File: config.mk
export PLATFORM = sky130hd
export DESIGN_NAME = serial_line_rx_flat
export DESIGN_NICKNAME = d
export VERILOG_FILES = /design/src/rtl/serial_line_rx_if.sv /design/src/rtl/serial_line_rx.sv /design/src/flat_wrapper.sv
export SDC_FILE = /design/constraint.sdc
export NUM_CORES = 1
export LEC_CHECK = 0
export BUFFER_PORTS_ARGS = -buffer_cell sky130_fd_sc_hd__buf_4
export CORE_ASPECT_RATIO = 0.9
export CORE_MARGIN = 5
export CORE_UTILIZATION = 25
export CTS_BUF_LIST = sky130_fd_sc_hd__clkbuf_4 sky130_fd_sc_hd__clkbuf_8
export CTS_CLUSTER_SIZE = 16
export DETAILED_ROUTE_END_ITERATION = 10
export GPL_ROUTABILITY_DRIVEN = 0
export PLACE_DENSITY_LB_ADDON = 0.1
export SLEW_MARGIN = 10
export SYNTH_ARGS = -nofsm -noshare
export SYNTH_HDL_FRONTEND = slang
export SYNTH_SLANG_ARGS = --single-unit
File: constraint.sdc
create_clock -name clk -period 1.85 [get_ports clk]
set_input_delay 0.37 -clock clk [delete_from_list [all_inputs] [get_ports clk]]
set_output_delay 0.37 -clock clk [all_outputs]
set_load 0.005 [all_outputs]
File: src/rtl/serial_line_rx_if.sv
// Serial receiver bundle: line input, received word handshake and error pulses.
interface serial_line_rx_if #(
  parameter int DATA_BITS = 8
);
  logic                 rxd;
  logic [DATA_BITS-1:0] rx_data;
  logic                 rx_valid;
  logic                 rx_ready;
  logic                 frame_err;
  logic                 overrun;

  modport master (
    output rxd,
    output rx_ready,
    input  rx_data,
    input  rx_valid,
    input  frame_err,
    input  overrun
  );

  modport slave (
    input  rxd,
    input  rx_ready,
    output rx_data,
    output rx_valid,
    output frame_err,
    output overrun
  );
endinterface

File: src/rtl/serial_line_rx.sv
// Async serial receiver, one-word output buffer. States: IDLE wait start | START check start at half bit |
// DATA sample bits at centres | STOP check stop bit | WAIT_IDLE hold after framing error until line high.
module serial_line_rx #(
  parameter int CLKS_PER_BIT = 4,
  parameter int DATA_BITS    = 8
) (
  input  logic           clk,
  input  logic           reset,
  serial_line_rx_if.slave bus
);
  localparam int CNT_W = $clog2(CLKS_PER_BIT);
  localparam int BIT_W = $clog2(DATA_BITS);
  localparam logic [CNT_W-1:0] HALF_TC  = CNT_W'(CLKS_PER_BIT / 2 - 1);
  localparam logic [CNT_W-1:0] FULL_TC  = CNT_W'(CLKS_PER_BIT - 1);
  localparam logic [BIT_W-1:0] LAST_BIT = BIT_W'(DATA_BITS - 1);

  typedef enum logic [2:0] {IDLE, START, DATA, STOP, WAIT_IDLE} state_t;

  logic                 r_sync1, r_sync2;
  state_t               r_state;
  logic [CNT_W-1:0]     r_cnt;
  logic [BIT_W-1:0]     r_bit;
  logic [DATA_BITS-1:0] r_shift;
  logic [DATA_BITS-1:0] r_data;
  logic                 r_valid, r_ferr, r_ovr;

  state_t               w_state_nxt;
  logic [CNT_W-1:0]     w_cnt_nxt;
  logic [BIT_W-1:0]     w_bit_nxt;
  logic [DATA_BITS-1:0] w_shift_nxt;
  logic                 w_done, w_ferr, w_rxd_s, w_accept;

  assign w_rxd_s  = r_sync2;
  assign w_accept = r_valid & bus.rx_ready;

  always_ff @(posedge clk or negedge reset) begin
    if (!reset) begin
      r_sync1 <= 1'b1;
      r_sync2 <= 1'b1;
      r_state <= IDLE;
      r_cnt   <= '0;
      r_bit   <= '0;
      r_shift <= '0;
    end else begin
      r_sync1 <= bus.rxd;
      r_sync2 <= r_sync1;
      r_state <= w_state_nxt;
      r_cnt   <= w_cnt_nxt;
      r_bit   <= w_bit_nxt;
      r_shift <= w_shift_nxt;
    end
  end

  always_comb begin
    w_state_nxt = r_state;
    w_cnt_nxt   = r_cnt + 1'b1;
    w_bit_nxt   = r_bit;
    w_shift_nxt = r_shift;
    w_done      = 1'b0;
    w_ferr      = 1'b0;
    case (r_state)
      IDLE: begin
        w_cnt_nxt = '0;
        if (!w_rxd_s) w_state_nxt = START;
      end
      START: begin
        if (r_cnt == HALF_TC) begin
          w_cnt_nxt   = '0;
          w_bit_nxt   = '0;
          w_state_nxt = w_rxd_s ? IDLE : DATA;
        end
      end
      DATA: begin
        if (r_cnt == FULL_TC) begin
          w_cnt_nxt   = '0;
          w_shift_nxt = {w_rxd_s, r_shift[DATA_BITS-1:1]};
          if (r_bit == LAST_BIT) w_state_nxt = STOP;
          else                   w_bit_nxt   = r_bit + 1'b1;
        end
      end
      STOP: begin
        if (r_cnt == FULL_TC) begin
          w_cnt_nxt = '0;
          if (w_rxd_s) begin
            w_done      = 1'b1;
            w_state_nxt = IDLE;
          end else begin
            w_ferr      = 1'b1;
            w_state_nxt = WAIT_IDLE;
          end
        end
      end
      WAIT_IDLE: begin
        w_cnt_nxt = '0;
        if (w_rxd_s) w_state_nxt = IDLE;
      end
      default: begin
        w_cnt_nxt   = '0;
        w_state_nxt = IDLE;
      end
    endcase
  end

  // A completion coinciding with an accept refills the buffer instead of overrunning.
  always_ff @(posedge clk or negedge reset) begin
    if (!reset) begin
      r_data  <= '0;
      r_valid <= 1'b0;
      r_ferr  <= 1'b0;
      r_ovr   <= 1'b0;
    end else begin
      r_ferr <= w_ferr;
      r_ovr  <= 1'b0;
      if (w_done) begin
        if (!r_valid || w_accept) begin
          r_data  <= r_shift;
          r_valid <= 1'b1;
        end else begin
          r_ovr <= 1'b1;
        end
      end else if (w_accept) begin
        r_valid <= 1'b0;
      end
    end
  end

  assign bus.rx_data   = r_data;
  assign bus.rx_valid  = r_valid;
  assign bus.frame_err = r_ferr;
  assign bus.overrun   = r_ovr;
endmodule

File: src/flat_wrapper.sv
// flat-port wrapper written by rule: the top's interface ports become plain ports
module serial_line_rx_flat 
#(
  parameter int CLKS_PER_BIT = 4,
  parameter int DATA_BITS    = 8
)
  (clk, reset, bus_rxd, bus_rx_ready, bus_rx_data, bus_rx_valid, bus_frame_err, bus_overrun);
  serial_line_rx_if #(.DATA_BITS(DATA_BITS)) bus_i ();
  input  logic clk;
  input  logic reset;
  input wire logic [$bits(bus_i.rxd)-1:0] bus_rxd;
  input wire logic [$bits(bus_i.rx_ready)-1:0] bus_rx_ready;
  output wire logic [$bits(bus_i.rx_data)-1:0] bus_rx_data;
  output wire logic [$bits(bus_i.rx_valid)-1:0] bus_rx_valid;
  output wire logic [$bits(bus_i.frame_err)-1:0] bus_frame_err;
  output wire logic [$bits(bus_i.overrun)-1:0] bus_overrun;
  assign bus_i.rxd = bus_rxd;
  assign bus_i.rx_ready = bus_rx_ready;
  assign bus_rx_data = bus_i.rx_data;
  assign bus_rx_valid = bus_i.rx_valid;
  assign bus_frame_err = bus_i.frame_err;
  assign bus_overrun = bus_i.overrun;
  serial_line_rx #(.CLKS_PER_BIT(CLKS_PER_BIT), .DATA_BITS(DATA_BITS)) u_core (.clk(clk), .reset(reset), .bus(bus_i));
endmodule
==> results.json <==
{
  "status": "completed",
  "area_growth_pct": 23.7,
  "cts.clk_slew.worst_paths_ps": 60,
  "skew_ps": 7.34,
  "p_leak_uw": 0.000761,
  "cts_buffers": 5,
  "grtUsageTotal": 0.0708,
  "wl_per_cell_um": 12.1,
  "postCtsSetupBuffers": 0,
  "syn-num-nets": 95,
  "dr_total_vias": 711,
  "synth_cell_types": 23,
  "cts_tree": "built",
  "synthArstFlopShare": 1.00,
  "synth.top_cells.by_count": "27 x dfrtp_1, 18 x mux2_2, 7 x nor2_1, 5 x ha_1, 5 x nand2_1",
  "worstPathMaxFanout": 8,
  "tightest_slew_ps": 376,
  "drt-initial-drc-count": 35,
  "cpPeakStageDelay_ps": 390,
  "die_w_um": 84.1,
  "ios": 15,
  "cp.required_ps": 2000,
  "cp-start-kind": "register",
  "antenna_found_initial": 0,
  "via_per_inst": 4.11,
  "syn_area_per_cell_um2": 14.4,
  "nets": 116,
  "pre_cts_slack_ps": 166,
  "cpMaxStageDelayCell": "dfrtp_1",
  "core_um2": 4800,
  "cap_viol_max_count": 0,
  "synth.most_common_cell": "dfrtp_1",
  "cts.htree.levels": 2,
  "die_area_um2": 6450,
  "crit_type": "register to register",
  "grt_pass1_wl_um": 3550,
  "ys_warn_count": 0,
  "crit_chain": "ha_1 -> and4b_1 -> nand3_2 -> mux2_2",
  "seq_area_frac_synth": 0.590,
  "post-synth-top-area-cell": "dfrtp_1",
  "fin_crit_sh": 0.901,
  "synth_flop_cell": "dfrtp_1",
  "cp_top_family": "simple AND/OR/NAND/NOR gates",
  "cts.sinks": 29,
  "setup_tns_ps": 0,
  "nFillCells": 508,
  "cts_resized": 0,
  "cts_hold_buffers": 0,
  "power.density_nw_per_um2": 1210,
  "wl_um": 2090,
  "fin_crit_ps": 1670,
  "min_path_type": "input port to async pin",
  "ys_top_cells_by_area": "dfrtp_1 55%, mux2_2 16%, ha_1 5.1%",
  "cp.arrival_ps": 1820,
  "path_buf_inv": 0,
  "cts_root_buf": "clkbuf_8",
  "finalPower_uw": 1850,
  "drt_pass1_iterations": 2,
  "max_freq_mhz": 600,
  "overflow": 0,
  "clock_path_buffers": 2,
  "rsz0062_at_grt": "false",
  "synth_cells": 86,
  "ir_worst_vdd_mv": 0.386,
  "syn_area_um2": 1230,
  "fin_util": 0.318,
  "grt_pass1_vias": 747,
  "hold_viol_final": 0,
  "drive_above_1_share": 0.435,
  "end_kind": "register",
  "setup_ws_ps": 184,
  "max-slew-margin-rel": 0.750,
  "yosysTopAreaCellShare": 0.547,
  "ys_ff_latch": 29,
  "rows": 24,
  "dp_hpwl_um": 1430,
  "clk_latency_ps": 270,
  "ant_nets": 0,
  "start_util": 0.257,
  "grt_max_degree": 30,
  "setup-violations-final": 0,
  "io_buffers": 14,
  "diodes": 0,
  "slew_viol_final": 0,
  "synth-edff-count": 0,
  "route.detailed.drc": 0,
  "die_h_um": 76.7
}
==> placed cells by master (no fill, tap or decap) <==
cell / count
mux2_2: 18
ha_1: 5
nor4b_4: 1
nand4bb_1: 1
dfstp_2: 2
buf_4: 17
nand2_1: 5
a2bb2oi_1: 1
nand2b_1: 1
nor2_1: 7
nand3b_1: 1
clkbuf_8: 5
nor2b_1: 1
a22o_1: 2
clkinv_2: 1
nor3b_1: 1
clkbuf_4: 1
inv_1: 3
mux4_1: 1
nand3_2: 1
dfrtp_1: 27
and4b_1: 1
a21oi_1: 2
a21o_1: 1
nor3_1: 1
bufinv_16: 1
==> layer usage <==
layer	share of wire	global-route usage	wire [µm]
met1	0.50	0.0878	1050
met2	0.45	0.103	932
met3	0.043	0.0311	89
met4	0.011	0.0386	22
met5	0	0	0
==> area by class of cell <==
class	instances	area [µm²]	share of cell area
Multi-Input combinational cell	51	468	0.306
Timing Repair Buffer	17	128	0.0835
Sequential cell	29	728	0.477
Inverter	3	11.3	0.00737
Clock buffer	6	76.3	0.0500
Tap cell	65	81.3	0.0532
Clock inverter	2	35.0	0.0229
==> stage by stage <==
stage               cells  hold WS [ps]  instance area, µm²
floorplan              86          74.4                1230
global placement      165           321                1420
detailed placement    165           323                1420
CTS                   173          18.0                1530
global route          173          30.4                1530
finish                173          15.9                1530
==> report_power, final <==
part           total, µW  switching [µW]  internal, µW  leakage, µW
combinational        373             159           214     0.000314
clock                642             228           414    0.0000586
sequential           835            97.9           738     0.000388
==> registers in the layout, summed over array words and instances (netlist names) <==
name	count
u_core.bus.rx_data	8
u_core.r_shift	8
u_core.r_bit	3
u_core.r_state	3
u_core.r_cnt	2
u_core.bus.frame_err	1
u_core.bus.overrun	1
u_core.bus.rx_valid	1
u_core.r_sync1	1
u_core.r_sync2	1
==> path summary, 6_finish.rpt <==
check	from	depth (start not counted)	end	slack, ps
max	u_core.r_cnt[0]$_DFF_PN0_	4	u_core.bus.rx_data[0]$_DFFE_PN0P_	180
min	reset	1	u_core.r_cnt[1]$_DFF_PN0_	20
max reg2reg	u_core.r_cnt[0]$_DFF_PN0_	4	u_core.bus.rx_data[0]$_DFFE_PN0P_	180
min reg2reg	u_core.r_sync1$_DFF_PN1_	0	u_core.r_sync2$_DFF_PN1_	360
max in group asynchronous	reset	1	u_core.r_sync1$_DFF_PN1_	1520
min in group clk	bus_rxd	1	u_core.r_sync1$_DFF_PN1_	200
==> cells by family (layout without fill, tap and decap cells) <==
logic type                 count (synthesis)  count (layout)  share of synthesized area
and+or+nand+nor                           21              21                      0.107
adders and majority gates                  5               5                     0.0507
DFF                                       29              29                      0.590
muxes                                     19              19                      0.185
buffers and inverters                      6              28                     0.0314
AOI/OAI and AO/OA                          6               6                     0.0355
No activity file was read; power rests on OpenSTA's default activity.
